==> config.mk <==
export PLATFORM = sky130hd
export DESIGN_NAME = serial_adder_flat
export DESIGN_NICKNAME = d
export VERILOG_FILES = /design/src/rtl/serial_adder_if.sv /design/src/rtl/serial_adder.sv /design/src/flat_wrapper.sv
export SDC_FILE = /design/constraint.sdc
export NUM_CORES = 1
export LEC_CHECK = 0
export BUFFER_PORTS_ARGS = -buffer_cell sky130_fd_sc_hd__clkbuf_2
export CAP_MARGIN = 25
export CORE_MARGIN = 2
export CORE_UTILIZATION = 40
export DETAILED_ROUTE_END_ITERATION = 10
export HOLD_SLACK_MARGIN = 0.08
export SYNTH_ARGS = -nofsm -noshare
export SYNTH_HDL_FRONTEND = slang
export SYNTH_SLANG_ARGS = --single-unit
==> constraint.sdc <==
create_clock -name clk -period 2 [get_ports clk]
set_input_delay 0.2 -clock clk [delete_from_list [all_inputs] [get_ports clk]]
set_output_delay 0.2 -clock clk [all_outputs]
set_load 0.02 [all_outputs]
==> src/rtl/serial_adder_if.sv <==
// Start/done handshake bundle for serial_adder: operands in, result and status out.
// SERIAL_ADDER_SUB_EN adds the sub request line alongside the operands.
interface serial_adder_if #(parameter int WIDTH = 8);
    logic             start;
    logic [WIDTH-1:0] a;
    logic [WIDTH-1:0] b;
    logic             busy;
    logic             done;
    logic [WIDTH-1:0] sum;
    logic             cout;
`ifdef SERIAL_ADDER_SUB_EN
    logic             sub;

    modport master (output start, a, b, sub, input busy, done, sum, cout);
    modport slave  (input start, a, b, sub, output busy, done, sum, cout);
`else
    modport master (output start, a, b, input busy, done, sum, cout);
    modport slave  (input start, a, b, output busy, done, sum, cout);
`endif
endinterface

==> src/rtl/serial_adder.sv <==
// Bit-serial adder: one operand bit per clock through a half-adder pair and a carry flop.
// Define SERIAL_ADDER_SUB_EN to add a sub request that computes a - b.
module serial_adder #(
    parameter int WIDTH = 8
) (
    input logic         clk,
    input logic         rst_n,
    serial_adder_if.slave bus
);
    localparam int             CW   = $clog2(WIDTH + 1);
    localparam logic [CW-1:0]  LAST = CW'(WIDTH - 1);

    typedef enum logic [1:0] {IDLE, SHIFT, DONE} state_t;

    state_t           state;
    logic [WIDTH-1:0] opa;
    logic [WIDTH-1:0] opb;
    logic [WIDTH-1:0] res;
    logic [WIDTH-1:0] sum_q;
    logic [CW-1:0]    count;
    logic             carry;
    logic             cout_q;
    logic             busy_q;
    logic             done_q;

    // Two chained half adders form the full-adder bit slice.
    logic s0, c0, s, c_next;
    assign s0     = opa[0] ^ opb[0];
    assign c0     = opa[0] & opb[0];
    assign s      = s0 ^ carry;
    assign c_next = c0 | (s0 & carry);

    always_ff @(posedge clk or negedge rst_n) begin
        if (!rst_n) begin
            state  <= IDLE;
            opa    <= '0;
            opb    <= '0;
            res    <= '0;
            sum_q  <= '0;
            count  <= '0;
            carry  <= 1'b0;
            cout_q <= 1'b0;
            busy_q <= 1'b0;
            done_q <= 1'b0;
        end else begin
            case (state)
                IDLE: begin
                    done_q <= 1'b0;
                    if (bus.start) begin
                        opa    <= bus.a;
`ifdef SERIAL_ADDER_SUB_EN
                        // Subtraction is a + ~b + 1, so invert B and seed the carry.
                        opb    <= bus.sub ? ~bus.b : bus.b;
                        carry  <= bus.sub;
`else
                        opb    <= bus.b;
                        carry  <= 1'b0;
`endif
                        count  <= '0;
                        busy_q <= 1'b1;
                        state  <= SHIFT;
                    end
                end
                SHIFT: begin
                    res   <= (res >> 1) | (WIDTH'(s) << (WIDTH - 1));
                    opa   <= opa >> 1;
                    opb   <= opb >> 1;
                    carry <= c_next;
                    count <= count + CW'(1);
                    if (count == LAST) begin
                        busy_q <= 1'b0;
                        state  <= DONE;
                    end
                end
                DONE: begin
                    sum_q  <= res;
                    cout_q <= carry;
                    done_q <= 1'b1;
                    state  <= IDLE;
                end
                default: begin
                    busy_q <= 1'b0;
                    done_q <= 1'b0;
                    state  <= IDLE;
                end
            endcase
        end
    end

    assign bus.busy = busy_q;
    assign bus.done = done_q;
    assign bus.sum  = sum_q;
    assign bus.cout = cout_q;
endmodule
==> src/flat_wrapper.sv <==
// flat-port wrapper written by rule: the top's interface ports become plain ports
module serial_adder_flat 
#(
    parameter int WIDTH = 8
)
  (clk, rst_n, bus_start, bus_a, bus_b, bus_busy, bus_done, bus_sum, bus_cout);
  serial_adder_if #(.WIDTH(WIDTH)) bus_i ();
  input logic clk;
  input logic rst_n;
  input wire logic [$bits(bus_i.start)-1:0] bus_start;
  input wire logic [$bits(bus_i.a)-1:0] bus_a;
  input wire logic [$bits(bus_i.b)-1:0] bus_b;
  output wire logic [$bits(bus_i.busy)-1:0] bus_busy;
  output wire logic [$bits(bus_i.done)-1:0] bus_done;
  output wire logic [$bits(bus_i.sum)-1:0] bus_sum;
  output wire logic [$bits(bus_i.cout)-1:0] bus_cout;
  assign bus_i.start = bus_start;
  assign bus_i.a = bus_a;
  assign bus_i.b = bus_b;
  assign bus_busy = bus_i.busy;
  assign bus_done = bus_i.done;
  assign bus_sum = bus_i.sum;
  assign bus_cout = bus_i.cout;
  serial_adder #(.WIDTH(WIDTH)) u_core (.clk(clk), .rst_n(rst_n), .bus(bus_i));
endmodule
# --- Yosys cells after proc, flatten, opt, wreduce, memory -nomap -nowiden ---
# Cells that the tools add are included.
word_totals:
  output_inout_bits: 11
  in_bits: 19
  register_bits: 42
op_classes:
  muxes: 15
  eq_ne: 5
  bitwise_logic: 7
  reduce_logical: 5
  add_sub_neg: 1
op_table:
  columns: ["cell", "count"]
  rows:
  - ["8-bit case mux with 2 select lines", 2]
  - ["8-bit two-way mux", 2]
  - ["7-bit by 8-bit OR with 8-bit output", 1]
  - ["4-bit case mux with 2 select lines", 1]
  - ["4-bit by 1-bit adder with 4-bit output, second input constant", 1]
  - ["4-bit by 3-bit == test with 1-bit output, second input constant", 1]
  - ["2-bit two-way mux", 2]
  - ["4-bit two-way mux", 1]
  - ["1-bit case mux with 2 select lines", 2]
  - ["2-bit case mux with 2 select lines", 1]
  - ["2-bit AND reduction", 2]
  - ["1-bit two-way mux", 3]
  - ["1-bit case mux with 3 select lines", 1]
  - ["3-bit AND reduction", 1]
  - ["1-bit AND", 2]
  - ["2-bit by 1-bit == test with 1-bit output, second input constant", 1]
  - ["2-bit == test, second input constant", 1]
  - ["2-bit logical NOT", 1]
  - ["2-bit by 1-bit inequality test with 1-bit output, second input constant", 1]
  - ["2-bit inequality test, second input constant", 1]
  - ["2-bit nonzero test", 1]
  - ["1-bit XOR", 2]
  - ["1-bit NOT", 1]
  - ["1-bit OR", 1]

# --- Depth between registers and ports, before layout ---
logic_depth:
  word_depth: 4
  ltp_mapped: 6
  depth_no_buf: 4

# --- Least setup slack after synthesis ---
# OpenSTA, ideal clock, no wires.
synth_path:
  path_type: "register to register"
  from: "reg u_core.state[0]"
  to: "reg u_core.opb[2]"
  path_slack_ps: 704
  setup_ps: 119
  path_stages_with_launch: 6
  arrival_ps: 1177
  path_cell_list: "dfrtp_1 > buf_6 > or3b_4 > buf_6 > o22ai_2 > nor2_1"
synth_via:
  elab_chain_len: 3
  elab_cells_between_ends: 6
  cone_classes: "eq/ne: 2; mux: 1; reduce/logical: 3"
synth_rtl:
  columns: ["item", "line_no", "text"]
  rows:
  - ["start: declaration", "serial_adder.sv:15", "state_t state;"]
  - ["start signal: assignment", "serial_adder.sv:35", "state <= IDLE;"]
  - ["start signal: assignment", "serial_adder.sv:61", "state <= SHIFT;"]
  - ["start signal: assignment", "serial_adder.sv:72", "state <= DONE;"]
  - ["2-bit by 1-bit == test with 1-bit output / 2-bit logical NOT (equally long branches)", "serial_adder.sv:46", "case (state)"]
  - ["2-bit nonzero test (no line) / 2-bit inequality test (equally long branches)", null, null]
  - ["2-bit AND reduction (no line)", null, null]
  - ["end signal: assignment", "serial_adder.sv:56", "opb <= bus.b;"]
  - ["end signal: assignment", "serial_adder.sv:67", "opb <= opb >> 1;"]
  - ["end: declaration", "serial_adder.sv:17", "logic [WIDTH-1:0] opb;"]
# Several ways; a longest one is shown, not always the timed one.
# A chain may end at the register's enable or synchronous reset.

# --- Final worst setup path ---
layout_path:
  from: "reg u_core.state[1]"
  to: "reg u_core.sum_q[1], in the netlist u_core.bus.sum[1]"
layout_via:
  elab_chain_len: 1
layout_rtl:
  columns: ["item", "line_no", "text"]
  rows:
  - ["2-bit == test", "serial_adder.sv:46", null]
  - ["end signal: assignment", "serial_adder.sv:76", "sum_q <= res;"]
  - ["end: declaration", "serial_adder.sv:19", "logic [WIDTH-1:0] sum_q;"]
# No other way between the ends.

==> impl_metrics.py <==
metrics = {
    "status": {
        "status": "finished clean",
    },
    "critical_path": {
        "crit_slowest_cell": "dfrtp_1",
        "worstSetupPathDepth": 3,
        "critical_path_peak_fanout": 10,
        "slowest_delay_ns": 0.49,
        "path_buf_inv": 1,
        "regToRegSetupSlack_ns": 0.50,
        "critPathLaunch": "u_core.state[1]",
        "critical-path-top-delay-family": "flip-flops",
        "cp.arrival_ns": 1.68,
        "cp-end-kind": "register",
        "worstRegToRegCells": 3,
        "crit_chain": "inv_1, nor2_2, mux2_2",
        "path_class": "register to register",
        "r2r-start": "u_core.state[1]",
        "worstPathRequired_ns": 2.18,
        "crit_end": "u_core.bus.sum[1]",
        "rr_endpoint": "u_core.bus.sum[1]",
        "cp-start-kind": "register",
    },
    "clock_network": {
        "clk_pin_slew_ns": 0.08,
        "worstSkewPairLatency_ns": 0.30,
        "cts_max_level": 2,
        "cts_tree": "yes",
        "post_cts_buffers": 0,
        "cts_inserted_buffers": 5,
        "cts_root_buf": "clkbuf_8",
        "postCtsResizedCells": 0,
        "clock_path_buffers": 2,
        "cts_hold_buf": 1,
        "clock_sinks": 42,
    },
    "placed_design": {
        "dpl.hpwl_mm": 2.34,
        "place.gp.congestion": 0.705,
        "pre_cts_slack_ns": 0.483,
        "placed_cell_area_um2": 1950,
        "io_buffers": 29,
    },
    "drt": {
        "drt_iter0_drc": 65,
        "ant_nets": 0,
        "drtPass1Iterations": 4,
        "avgViaCountPerCell": 5.03,
        "wl_per_cell_um": 13.3,
        "drc": 0,
        "drt-total-wl_mm": 3.31,
        "via_count": 1248,
    },
    "global_routing": {
        "antenna_found_initial": 0,
        "gr-usage-met1_pct": 17.1,
        "gr-usage-met3_pct": 4.70,
        "grt_pass1_vias": 1244,
        "gr-usage-met2_pct": 24.3,
        "grt_max_degree": 43,
        "grt-ovfl-total": 0,
        "grt_busiest_layer": "met2",
        "grt_first_pass_wirelength_mm": 5.60,
        "grt_usage_pct": 14.4,
    },
    "floorplan": {
        "die_h_um": 70.8,
        "die_width_um": 70.8,
        "num_rows": 24,
        "start_util_pct": 41.3,
        "core_area_um2": 4320,
        "dieArea_um2": 5010,
        "io_pins": 30,
    },
    "finish": {
        "final_common_cell": "nand2_1",
        "syn2layout_area_growth_pct": 15.1,
        "finalNetCount": 216,
        "postLayoutCellArea_um2": 2060,
        "drive_above_1_share_pct": 29.6,
        "insertedDiodeCount": 0,
        "mostFrequentLayoutCells": "nand2_1 (43), dfrtp_1 (42), clkbuf_2 (29)",
    },
    "power": {
        "peakVddDrop_mv": 0.620,
        "powerDensity_nw_per_um2": 1520,
        "p_leak_nw": 1.05,
    },
    "sta": {
        "worst_pin_slew_ns": 0.626,
        "fin_crit_sh_pct": 74.9,
        "relSlewSlack_pct": 58.2,
        "rsz0062_at_grt": "false",
        "finalSetupViolCount": 0,
        "hold_viol_final": 0,
        "drv_slew": 0,
        "finalWorstSetupSlack_ns": 0.503,
        "setup-tns-final_ns": 0,
        "period_needed_ns": 1.50,
        "clock.fmax_mhz": 668,
        "skew_ns": 0.0134,
    },
    "yosys": {
        "ys_ff_latch": 42,
        "seq_area_frac_synth_pct": 58.9,
        "yosysWarningCount": 0,
        "synthCells": 164,
        "postSynthAreaPerCell_um2": 10.9,
        "syn-num-nets": 185,
        "synth_cell_types": 30,
        "synth_area_um2": 1790,
    },
    "hold_path": {
        "min_path_type": "input pin to register",
        "min_from": "bus_b[7]",
    },
    "flow_run": {
        "maxCapViolations": 0,
    },
}
state kept, by name (all words and copies together), names as in the netlist:
| register | count |
|---|---|
| u_core.count | 4 |
| u_core.bus.done | 1 |
| u_core.opa | 8 |
| u_core.res | 8 |
| u_core.bus.busy | 1 |
| u_core.bus.cout | 1 |
| u_core.carry | 1 |
| u_core.bus.sum | 8 |
| u_core.opb | 8 |
| u_core.state | 2 |
kinds of logic (layout without fill, tap and decap cells):
| family | Yosys count | in the layout | synth area share (%) |
|---|---|---|---|
| muxes | 10 | 10 | 6.24 |
| AOI/OAI and AO/OA | 27 | 27 | 11.8 |
| and+or+nand+nor | 69 | 69 | 16.5 |
| adders and majority gates | 2 | 2 | 1.82 |
| DFF | 42 | 42 | 58.9 |
| buffers and inverters | 14 | 46 | 4.70 |
worst min path at each step:
| stage | endpoint | cells after the start | slack (ns) |
|---|---|---|---|
| 6_report | u_core.opb[7] | 3 | 0.09 |
| 5_1_grt | u_core.opa[7] | 3 | 0.09 |
| 4_1_cts | u_core.opb[7] | 3 | 0.08 |
| 3_5_place_dp | u_core.bus.sum[1] | 2 | 0.30 |
| 3_3_place_gp | u_core.res[0] | 2 | 0.29 |
| 2_1_floorplan | u_core.bus.busy | 0 | -0.1 |
metal layers:
metal / wire length [µm] / share of wire (%)
met3: 135 / 4.1
met2: 1660 / 50
met1: 1450 / 44
met5: 0 / 0
met4: 55 / 1.7
power by group:
| group | internal [mW] | switching [mW] | total, mW |
|---|---|---|---|
| clock network | 0.249 | 0.303 | 0.552 |
| logic | 0.482 | 0.647 | 1.13 |
| registers | 1.20 | 0.241 | 1.44 |
worst reg2reg max path: cells and delay by family (launching register included):
| kind | cells | cell delay, ns |
|---|---|---|
| muxes | 1 | 0.39 |
| buffers and inverters | 1 | 0.10 |
| and+or+nand+nor | 1 | 0.40 |
| DFF | 1 | 0.49 |
layout make-up:
cell class / instances / area (µm²)
fill: 432 / 2270
clock buffer: 5 / 68.8
sequential: 42 / 1050
timing repair buffer: 33 / 178
tap: 52 / 65.1
inverter: 5 / 18.8
multi-input combinational: 108 / 651
clock inverter: 3 / 23.8
synthesized netlist by cell type, drive strengths merged:
master / number / share of area (%)
o21ai: 5 / 1.4
o22ai: 7 / 4.2
buf: 9 / 3.6
a21oi: 2 / 0.56
nand2b: 1 / 0.35
ha: 1 / 0.70
nor2: 15 / 3.3
nor3: 1 / 0.28
a21o: 2 / 0.84
inv: 5 / 1.1
o21bai: 1 / 0.42
o21ba: 1 / 0.56
or3b: 1 / 0.63
nand2: 43 / 9.0
o32ai: 1 / 0.49
dfrtp: 42 / 59
nand3: 4 / 1.1
nand4: 1 / 0.35
mux2i: 1 / 0.56
mux2: 9 / 5.7
a22oi: 7 / 2.9
fa: 1 / 1.1
a211oi: 1 / 0.42
nor3b: 2 / 1.1
nor2b: 1 / 0.35
metrics by stage:
stage               instances  util [%]  hold slack (ns)  power [mW]
detailed placement        239      45.2            0.299        2.62
CTS                       248      47.5           0.0805        3.19
floorplan                 164         -          -0.0956        2.33
global placement          239      45.2            0.292        2.53
finish                    248      47.5           0.0907        3.12
global route              248      47.5           0.0934        3.37
(Power assumes the default switching activity.)
